==> config.mk <==
export PLATFORM = sky130hd
export DESIGN_NAME = rd_ddr_queue_engine
export DESIGN_NICKNAME = d
export VERILOG_FILES = /design/src/rtl/rd_ddr_queue_engine.sv
export SDC_FILE = /design/constraint.sdc
export NUM_CORES = 1
export LEC_CHECK = 0
export ABC_CLOCK_PERIOD_IN_PS = 7600
export BUFFER_PORTS_ARGS = -buffer_cell sky130_fd_sc_hd__clkbuf_2
export CAP_MARGIN = 15
export CORE_AREA = 2 2 437 439
export CTS_CLUSTER_SIZE = 14
export DETAILED_ROUTE_END_ITERATION = 7
export DIE_AREA = 0 0 439 441
export GPL_TIMING_DRIVEN = 0
export SYNTH_ARGS = -nofsm -noshare
export SYNTH_HDL_FRONTEND = slang
export SYNTH_SLANG_ARGS = --single-unit
==> constraint.sdc <==
create_clock -name i_clk -period 7.6 [get_ports i_clk]
set_input_delay 0.76 -clock i_clk [delete_from_list [all_inputs] [get_ports i_clk]]
set_output_delay 0.76 -clock i_clk [all_outputs]
set_load 0.01 [all_outputs]
==> src/rtl/rd_ddr_queue_engine.sv <==
// Per-queue circular DDR reader: splits requests into 4 KB-safe AXI INCR bursts, one outstanding.
// Define RD_RESP_CHECK_EN to make o_rd_err a sticky flag for non-OKAY read responses.
module rd_ddr_queue_engine #(
    parameter int unsigned                          C_M_AXI_ADDR_WIDTH = 32,
    parameter int unsigned                          C_M_AXI_DATA_WIDTH = 512,
    parameter logic [C_M_AXI_ADDR_WIDTH-1:0]        P_MAX_ADDR         = 'h003F_FFFF,
    parameter int unsigned                          P_QUEUE_NUM        = 8,
    parameter int unsigned                          P_BURST_LEN        = 64
) (
    input  logic                            i_clk,
    input  logic                            i_rst,
    input  logic                            i_rd_flag,
    input  logic [2:0]                      i_rd_queue,
    input  logic [C_M_AXI_ADDR_WIDTH-1:0]   i_rd_byte,
    input  logic                            i_rd_byte_valid,
    output logic                            o_rd_byte_ready,
    output logic                            o_rd_queue_finish,
    output logic [C_M_AXI_ADDR_WIDTH-1:0]   o_m_axi_araddr,
    output logic [7:0]                      o_m_axi_arlen,
    output logic [2:0]                      o_m_axi_arsize,
    output logic [1:0]                      o_m_axi_arburst,
    output logic                            o_m_axi_arvalid,
    input  logic                            i_m_axi_arready,
    input  logic [C_M_AXI_DATA_WIDTH-1:0]   i_m_axi_rdata,
    input  logic [1:0]                      i_m_axi_rresp,
    input  logic                            i_m_axi_rlast,
    input  logic                            i_m_axi_rvalid,
    output logic                            o_m_axi_rready,
    output logic [C_M_AXI_DATA_WIDTH-1:0]   o_data,
    output logic                            o_data_valid,
    output logic                            o_data_last,
    output logic [2:0]                      o_data_queue,
    output logic                            o_data_flag,
    input  logic                            i_data_ready,
    output logic                            o_rd_err
);
    localparam int unsigned   AW        = C_M_AXI_ADDR_WIDTH;
    localparam int unsigned   BYTES     = C_M_AXI_DATA_WIDTH / 8;
    localparam int unsigned   LG_B      = $clog2(BYTES);
    localparam logic [AW-1:0] REGION    = AW'(({1'b0, P_MAX_ADDR} + 1'b1) / P_QUEUE_NUM);
    localparam logic [AW-1:0] BURST_MAX = AW'(P_BURST_LEN);

    typedef enum logic [2:0] {S_IDLE, S_CALC, S_AR, S_DATA, S_DONE} state_t;

    state_t          state_q, state_d;
    logic            flag_q, flag_d;
    logic [2:0]      queue_q, queue_d;
    logic [AW-1:0]   rem_q, rem_d;
    logic [AW-1:0]   araddr_q, araddr_d;
    logic [7:0]      arlen_q, arlen_d;
    logic [AW-1:0]   rd_ptr_q [P_QUEUE_NUM];

    logic [AW-1:0]   cur_ptr, region_base, req_beats, bnd_beats, burst, ptr_sum, ptr_next;
    logic [12:0]     to_4k;
    logic            ptr_we, beat_hs;

    assign cur_ptr     = rd_ptr_q[queue_q];
    assign region_base = AW'(queue_q) * REGION;
    assign req_beats   = (i_rd_byte >> LG_B) + AW'(|i_rd_byte[LG_B-1:0]);
    // Regions are 4 KB aligned, so the pointer's low 12 bits locate the next 4 KB boundary.
    assign to_4k       = 13'h1000 - {1'b0, cur_ptr[11:0]};
    assign bnd_beats   = AW'(to_4k >> LG_B);
    assign ptr_sum     = cur_ptr + (burst << LG_B);
    assign ptr_next    = (ptr_sum >= REGION) ? '0 : ptr_sum;
    assign beat_hs     = (state_q == S_DATA) && i_m_axi_rvalid && i_data_ready;

    always_comb begin
        burst = rem_q;
        if (burst > BURST_MAX) burst = BURST_MAX;
        if (burst > bnd_beats) burst = bnd_beats;
    end

    always_comb begin
        state_d  = state_q;
        flag_d   = flag_q;
        queue_d  = queue_q;
        rem_d    = rem_q;
        araddr_d = araddr_q;
        arlen_d  = arlen_q;
        ptr_we   = 1'b0;
        case (state_q)
            S_IDLE: begin
                if (i_rd_byte_valid && o_rd_byte_ready) begin
                    flag_d  = i_rd_flag;
                    queue_d = i_rd_queue;
                    rem_d   = req_beats;
                    state_d = (req_beats == '0) ? S_DONE : S_CALC;
                end
            end
            S_CALC: begin
                araddr_d = region_base + cur_ptr;
                arlen_d  = 8'(burst - 1'b1);
                rem_d    = rem_q - burst;
                ptr_we   = 1'b1;
                state_d  = S_AR;
            end
            S_AR:   if (i_m_axi_arready) state_d = S_DATA;
            S_DATA: if (beat_hs && i_m_axi_rlast) state_d = (rem_q == '0) ? S_DONE : S_CALC;
            S_DONE: state_d = S_IDLE;
            default: state_d = S_IDLE;
        endcase
    end

    always_ff @(posedge i_clk) begin
        if (i_rst) begin
            state_q  <= S_IDLE;
            flag_q   <= 1'b0;
            queue_q  <= '0;
            rem_q    <= '0;
            araddr_q <= '0;
            arlen_q  <= '0;
            for (int i = 0; i < int'(P_QUEUE_NUM); i++) rd_ptr_q[i] <= '0;
        end else begin
            state_q  <= state_d;
            flag_q   <= flag_d;
            queue_q  <= queue_d;
            rem_q    <= rem_d;
            araddr_q <= araddr_d;
            arlen_q  <= arlen_d;
            if (ptr_we) rd_ptr_q[queue_q] <= ptr_next;
        end
    end

    assign o_rd_byte_ready   = (state_q == S_IDLE) && !i_rst;
    assign o_rd_queue_finish = (state_q == S_DONE);
    assign o_m_axi_araddr    = araddr_q;
    assign o_m_axi_arlen     = arlen_q;
    assign o_m_axi_arsize    = 3'(LG_B);
    assign o_m_axi_arburst   = 2'b01;
    assign o_m_axi_arvalid   = (state_q == S_AR);
    assign o_m_axi_rready    = (state_q == S_DATA) && i_data_ready;
    assign o_data            = i_m_axi_rdata;
    assign o_data_valid      = (state_q == S_DATA) && i_m_axi_rvalid;
    // rem_q is already zero while the final burst streams.
    assign o_data_last       = o_data_valid && i_m_axi_rlast && (rem_q == '0);
    assign o_data_queue      = queue_q;
    assign o_data_flag       = flag_q;

`ifdef RD_RESP_CHECK_EN
    logic rd_err_q, rd_err_d;
    assign rd_err_d = rd_err_q | (beat_hs && (i_m_axi_rresp != 2'b00));
    always_ff @(posedge i_clk) begin
        if (i_rst) rd_err_q <= 1'b0;
        else       rd_err_q <= rd_err_d;
    end
    assign o_rd_err = rd_err_q;
`else
    logic unused_rresp;
    assign unused_rresp = ^i_m_axi_rresp;
    assign o_rd_err     = 1'b0;
`endif

endmodule

==> results of run 1 <==
==> stage by stage <==
stage / setup slack (ns) / instances
floorplan: 0.3018 / 2214
global placement: -2.096 / 5328
detailed placement: -2.136 / 5337
CTS: 0.01385 / 5407
global route: -0.04021 / 5434
finish: 0.1694 / 5443
==> tightest hold or removal path, delay by kind of cell (launching register included) <==
family	cells	cell delay [ns]
flip-flops	1	0.30
AND/OR/NAND/NOR	1	0.05
AO/OA/AOI/OAI	1	0.05
==> placed cells by master (no fill, tap or decap), types with 8 or more instances in the layout <==
cell and count:
clkbuf_2 607, ha_1 61, a211oi_1 32, dfxtp_1 81
clkbuf_16 38, xor2_1 37, xnor2_1 48, nor3_1 138
mux2i_1 31, edfxtp_1 256, mux4_2 60, or3_1 11
and2_1 14, buf_1 9, nand2_1 101, nand3_1 46
nor3_2 37, nor2b_1 8, buf_6 13, or2_2 9
buf_4 541, inv_1 47, o21ai_4 9, o21ai_0 49
conb_1 146, clkbuf_1 54, nor2_1 98, o211ai_1 10
nor4_1 18, mux2_2 11, a21oi_1 69, nand2b_1 15
a21o_1 21, nand4_1 13, diode_2 20
==> metal layers <==
metal	vias to the layer above	track usage, %	wire length, um
met3	257	5.182	15000
met1	9822	24.22	81700
met5	-	1.042	101
met2	1231	31.99	92020
met4	16	3.326	4976
li1	8465	-	-
==> cells by family after synthesis <==
kind of cell,after synthesis,synth area share [%]
muxes,110,8.662
other,2,0.03464
xor gates and xnor gates,86,3.474
DFF,338,43.03
AOI/OAI and AO/OA,272,8.212
and+or+nand+nor,542,12.25
adders and majority gates,66,3.913
buffers and inverters,654,20.43
==> area by class of cell <==
| type | instances | area, um2 |
|---|---|---|
| Inverter | 49 | 183.9 |
| Clock buffer | 52 | 1044 |
| Multi-Input combinational cell | 1222 | 8942 |
| Buffer | 604 | 4374 |
| Sequential cell | 338 | 9330 |
| Tap cell | 2511 | 3142 |
| Clock inverter | 14 | 175.2 |
| Timing Repair Buffer | 633 | 3408 |
| Antenna cell | 20 | 50.05 |
| Fill cell | 21310 | 158500 |
==> flip-flops by register name, summed over array words and instances (netlist names), named ones only <==
signal	flops
o_data_flag	1
o_data_queue	3
o_m_axi_araddr	32
o_m_axi_arlen	8
rd_ptr_q	256
rem_q	32
state_q	3
==> timing repair <==
| action | in CTS | in global routing |
|---|---|---|
| endpoints found under the setup margin | 176 | 152 |
| pin swaps | 2 | 6 |
| cloned | 0 | 0 |
| setup buffers | 5 | 14 |
| gates resized for setup | 71 | 71 |
==> power by group <==
group / internal (W) / total, W / leakage, nW / switching [W]
clock network: 0.00110 / 0.00184 / 0.593 / 0.000748
logic: 0.00208 / 0.00568 / 8.80 / 0.00361
registers: 0.00228 / 0.00249 / 3.27 / 0.000210
==> final timing paths <==
check,start,end,slack [ns],depth (start not counted)
setup / recovery,register,rd_ptr_q[5][10],0.17,30
setup reg to reg,register,rd_ptr_q[5][10],0.17,30
hold reg to reg,o_m_axi_araddr[27],o_m_axi_araddr[27],0.45,2
hold / removal,o_m_axi_araddr[27],o_m_axi_araddr[27],0.45,2
==> metrics.md, run 1 <==
| Metric | Value |
|---|---|
| Primary FF master, synth | edfxtp_1 |
| Startpoint Class | register |
| Flop and latch count out of synthesis | ~340 |
| Mapped Cells | slightly above 2000 |
| Slew Limit Fails | 0 |
| HP Class | reg -> reg |
| Core region area | between 0.15 and 0.2 mm2 |
| CTS Sinks | about 340 |
| Design area | between 0.03 and 0.04 mm2 |
| Syn Area/Cell | between 10 and 15 um2 |
| CP top delay family | compound AO/OA/AOI/OAI gates |
| Hold-fix buffers at CTS | 0 |
| Final Skew | 0.03067 ns |
| WL/cell | between 30 and 40 um |
| Number of synthesized flops with an enable pin | between 200 and 300 |
| Iteration-0 DRC Markers | ~1700 |
| CTS root buf | clkbuf_16 |
| Final min period | 7.431 ns |
| CTS H-tree lvls | 2 |
| Main area contributors after synthesis | edfxtp_1 (35%), buf_4 (18%), dfxtp_1 (7.6%), mux4_2 (6.2%), nor3_1 (4.1%) |
| Final HPWL DP | 174.2 mm |
| PD cells | between 300 and 400 mW/mm2 |
| Area leader, netlist | edfxtp_1 |
| DR vias/cell | 3.636 |
| Clock transition at path regs | 0.06 ns |
| WL final | approximately 190 mm |
| Hold WS | approximately 0.45 ns |
| CTS tree | yes |
| DRC Markers | 0 |
| Setup total negative slack | 0 ns |
| Die H | around 440 um |
| I/O pin count | around 1100 |
| Final hold violations | 0 |
| Layout area overhead | 41.37% |
| CTS buffer count | 37 |
| Async set-reset flop share out of synthesis | 0% |
| Highest clock rate | about 0.13 GHz |
| Slew HR | a little over a quarter |
| CP max stage delay | between 0.5 and 0.6 ns |
| Synthesized area | between 0.02 and 0.025 mm2 |
| Crit path kind | reg -> reg |
| Syn. warnings | 0 |
| Critical path fanouts, max | 10 |
| Initial antenna violation count | between 90 and 100 |
| Worst path required time | ~8 ns |
| Placer Congestion | 1.064 |
| Gr usage total | a little under a fifth |
| CTS Buffer Depth | 3 |
| Largest net degree at the start of global routing | 21 |
| NumNets Final | between 3000 and 4000 |
| Vias in the first global route | 18440 |
| CP Capture Type | register |
| Maxcap violations | 0 |
| Placed Area | 0.02868 mm2 |
| Count of cell types in the netlist | just over 70 |
| Leakage | ~13 nW |
| Die W | approximately 440 um |
| Final Core Density | about 16% |
| Post-synthesis sequential area ratio | between 40% and 50% |
| Final ANT Viol Nets | 0 |
| IO buf count | between 600 and 700 |
| Final period utilization | between 90% and 100% |
| CP bufs+invs | 5 |
| Share of cells above drive strength 1 | a little under half |
| Via count | roughly 20000 |
| Yosys top cell area share | between 30% and 40% |
| Worst-Skew Late Latency | 0.55 ns |
| CP arrival | 7.78 ns |
| FP Rows | 160 |
| Grt ovf | 0 |
| CP max-delay cell | mux4_2 |
| Drt first pass iters | 7 |
| Initial Util | 11.46% |
| Final setup fails | 0 |
| First-pass GRT wire length | about 230 mm |
| Final Power | 0.01002 W |
| Top cells by count, synth | buf_4 (519), edfxtp_1 (256), nor3_1 (177) |
| Status | finished, final reports clean |
| Measured slew at the worst slew-check pin | between 1 and 1.5 ns |
| VDD IR max | between 0.2 and 0.3 mV |
| Die area | about 0.19 mm2 |
| Top-count cell post-synth | buf_4 |
No activity file was read; power rests on OpenSTA's default activity.
==> run 2, diff against run 1 <==
--- a/config.mk
+++ b/config.mk
@@ -5,10 +5,12 @@
 export SDC_FILE = /design/constraint.sdc
 export NUM_CORES = 1
 export LEC_CHECK = 0
+export ABC_AREA = 1
 export ABC_CLOCK_PERIOD_IN_PS = 7600
 export BUFFER_PORTS_ARGS = -buffer_cell sky130_fd_sc_hd__clkbuf_2
 export CAP_MARGIN = 15
 export CORE_AREA = 2 2 437 439
+export CTS_CLUSTER_DIAMETER = 30
 export CTS_CLUSTER_SIZE = 14
 export DETAILED_ROUTE_END_ITERATION = 7
 export DIE_AREA = 0 0 439 441
==> run 2 against run 1 <==
  * Sequential power hardly changed
  * Utilization grew 1.3 points
  * Sequential share of layout area fell by 2.3 points
  * Routed wire length up 7.4%
  * Synthesized cell count is 38% higher
  * Die area is the same
  * Cell count up 17%
  * Sequential cell count unchanged
  * Total power is 2.4% higher
  * Critical path type unchanged
==> metrics.md, run 2 <==
| Metric | Value |
|---|---|
| Placer Congestion | approximately 1.2 |
| Top-count cell post-synth | buf_4 |
| Final hold violations | 0 |
| NumNets Final | around 4300 |
| Final Core Density | 17.50% |
| CTS root buf | clkbuf_16 |
| Final period utilization | between 90 and 100% |
| Initial Util | about an eighth |
| Final Skew | roughly 0.048 ns |
| CP Capture Type | register |
| Post-synthesis sequential area ratio | approximately 40% |
| Fill count | approximately 21000 |
| DRC Markers | 0 |
| Worst-Skew Late Latency | about 0.64 ns |
| Share of cells above drive strength 1 | roughly 36% |
| CTS H-tree lvls | 3 |
| Largest net degree at the start of global routing | 25 |
| CP max-delay cell | buf_1 |
| Layout area overhead | 43.38% |
| Die W | approximately 440 um |
| Gr usage total | about a fifth |
| Number of synthesized flops with an enable pin | about 260 |
| Hold-fix buffers at CTS | 0 |
| Final HPWL DP | roughly 180 mm |
| Slew HR | 21.92% |
| Grt ovf | 0 |
| IO buf count | just over 600 |
| Drt first pass iters | 6 |
| Async set-reset flop share out of synthesis | 0% |
| Slew Limit Fails | 0 |
| Final Power | a little over 0.01 W |
| Crit path top cell by count | nand2_1 |
| Syn. warnings | 0 |
| Initial antenna violation count | between 100 and 150 |
| Crit path kind | reg -> reg |
| Main area contributors after synthesis | edfxtp_1 (33%), buf_4 (17%), nand2_1 (8.2%), dfxtp_1 (7.1%), nor2_1 (6.8%) |
| Primary FF master, synth | edfxtp_1 |
| Yosys top cell area share | between 30% and 40% |
| Top cells by count, synth | buf_4 (519), nand2_1 (504), nor2_1 (416) |
| CTS Sinks | roughly 340 |
| Unrepaired setup endpoints after global routing | no |
| Area leader, netlist | edfxtp_1 |
| Final ANT Viol Nets | 0 |
| Final min period | 7.111 ns |
| Commonest non-fill, non-tap cells in the layout | clkbuf_2 (608), buf_4 (522), nand2_1 (496) |
| Worst reg2reg path depth | 37 |
| Status | finished, final reports clean |
| WL/cell | approximately 33 um |
| Iteration-0 DRC Markers | 2334 |
| Measured slew at the worst slew-check pin | 1.171 ns |
| VDD IR max | about 0.32 mV |
| DR vias/cell | 3.812 |
| Count of cell types in the netlist | 44 |
| CP arrival | 7.57 ns |
| Via count | 24180 |
| WL final | approximately 210 mm |
| CP max stage delay | 0.55 ns |
| CTS Buffer Depth | 3 |
| Maxcap violations | 0 |
| Highest clock rate | about 0.14 GHz |
| Startpoint Class | register |
| FP Rows | 160 |
| I/O pin count | approximately 1100 |
| Clock transition at path regs | 0.05 ns |
| Worst path required time | ~8.1 ns |
| Vias in the first global route | around 22000 |
| Die H | 441 um |
| Max reg flops | between 200 and 300 |
| Syn Area/Cell | between 8 and 9 um2 |
| Core region area | ~0.19 mm2 |
| PD cells | ~310 mW/mm2 |
| CTS tree | yes |
| Synthesized area | approximately 0.023 mm2 |
| Mapped Cells | approximately 2900 |
| HP Class | reg -> reg |
| Leakage | 15.29 nW |
| Flop and latch count out of synthesis | approximately 340 |
| Critical path fanouts, max | 10 |
| Hold path depth | 2 |
| Reg with most FFs | rd_ptr_q |
| CTS buffer count | 85 |
| Die area | ~0.19 mm2 |
| Final setup fails | 0 |
| First-pass GRT wire length | around 250 mm |
| Most common cell after layout, fill and taps aside | clkbuf_2 |
## run 2: cell types whose count changed in the layout (fill, tap and decap cells not counted), moves of 35 or more
cell,change
clkbuf_16,+47
inv_1,+189
mux4_2,-60
xnor2_1,-35
nor2_1,+318
nor3_2,-37
nand3_1,+100
a21oi_1,+49
nand2_1,+395
nor3_1,-115
o21ai_0,+129
## run 2: logic make-up after synthesis
kind of cell | count (synthesis) | share of synthesized area, %
DFF | 338 | 40.40
buffers and inverters | 851 | 22.54
AOI/OAI and AO/OA | 396 | 9.434
other | 2 | 0.03252
adders and majority gates | 66 | 3.674
xor gates and xnor gates | 51 | 1.934
and+or+nand+nor | 1159 | 21.99
## run 2: critical path, delay by kind of cell, from the launching register on
kind                     cells  cell delay, ns
flip-flops                   1            0.36
AO/OA/AOI/OAI                4            0.85
buffers and inverters        8            1.67
adder cells (fa/ha/maj)      3            0.91
AND/OR/NAND/NOR             22            3.13
## run 2: worst paths after layout
kind,from,end,slack (ns)
worst min register to register,rem_q[31],rem_q[31],0.46
worst min-delay path,rem_q[31],rem_q[31],0.46
worst max-delay path,register,rd_ptr_q[5][15],0.49
worst max register to register,register,rd_ptr_q[5][15],0.49
## run 2: layout make-up
class                   instances  area (um2)  area share (%)
repair buffers                617        3246           9.803
well taps                    2511        3142           9.489
flip-flops and latches        338        9329           28.18
diodes                         54       135.1          0.4081
clock inverters                56       690.7           2.086
plain buffers                 612        4313           13.03
inverters                     239       897.1           2.710
multi-input cells            1818        9126           27.57
clock buffers                  99        2230           6.734
## run 2: routing by layer
layer,routed length [um],share of wire (%),global-route usage (%),up-vias
li1,-,-,-,10560
met1,87350,42,25.18,11560
met2,89720,43,31.17,1650
met3,23010,11,10.09,375
met4,7177,3.4,5.498,38
met5,823,0.40,2.457,-
## run 2: power breakdown
| part | total [W] | internal [W] | switching, W |
|---|---|---|---|
| clock network | 0.00363 | 0.00244 | 0.00118 |
| registers | 0.00246 | 0.00225 | 0.000210 |
| logic | 0.00418 | 0.00127 | 0.00290 |
## run 2: through the flow
stage	worst slack, ns	cell area, um2	instances	hold WS, ns	TNS, ns
floorplan	2.127	23630	3007	0.4453	0
global placement	-0.1438	29800	6122	0.4539	-2.954
detailed placement	-0.1553	29980	6130	0.4555	-3.635
CTS	0.006761	32900	6285	0.4519	0
global route	0.05279	33010	6305	0.4539	0
finish	0.4885	33110	6344	0.4634	0
## run 2: timing repair
item,4_1_cts,5_1_grt
setup endpoints to repair,88,152
endpoints found under the hold margin,0,0
gates resized for setup,3,8
pin swaps,1,4
buffers inserted,0,5
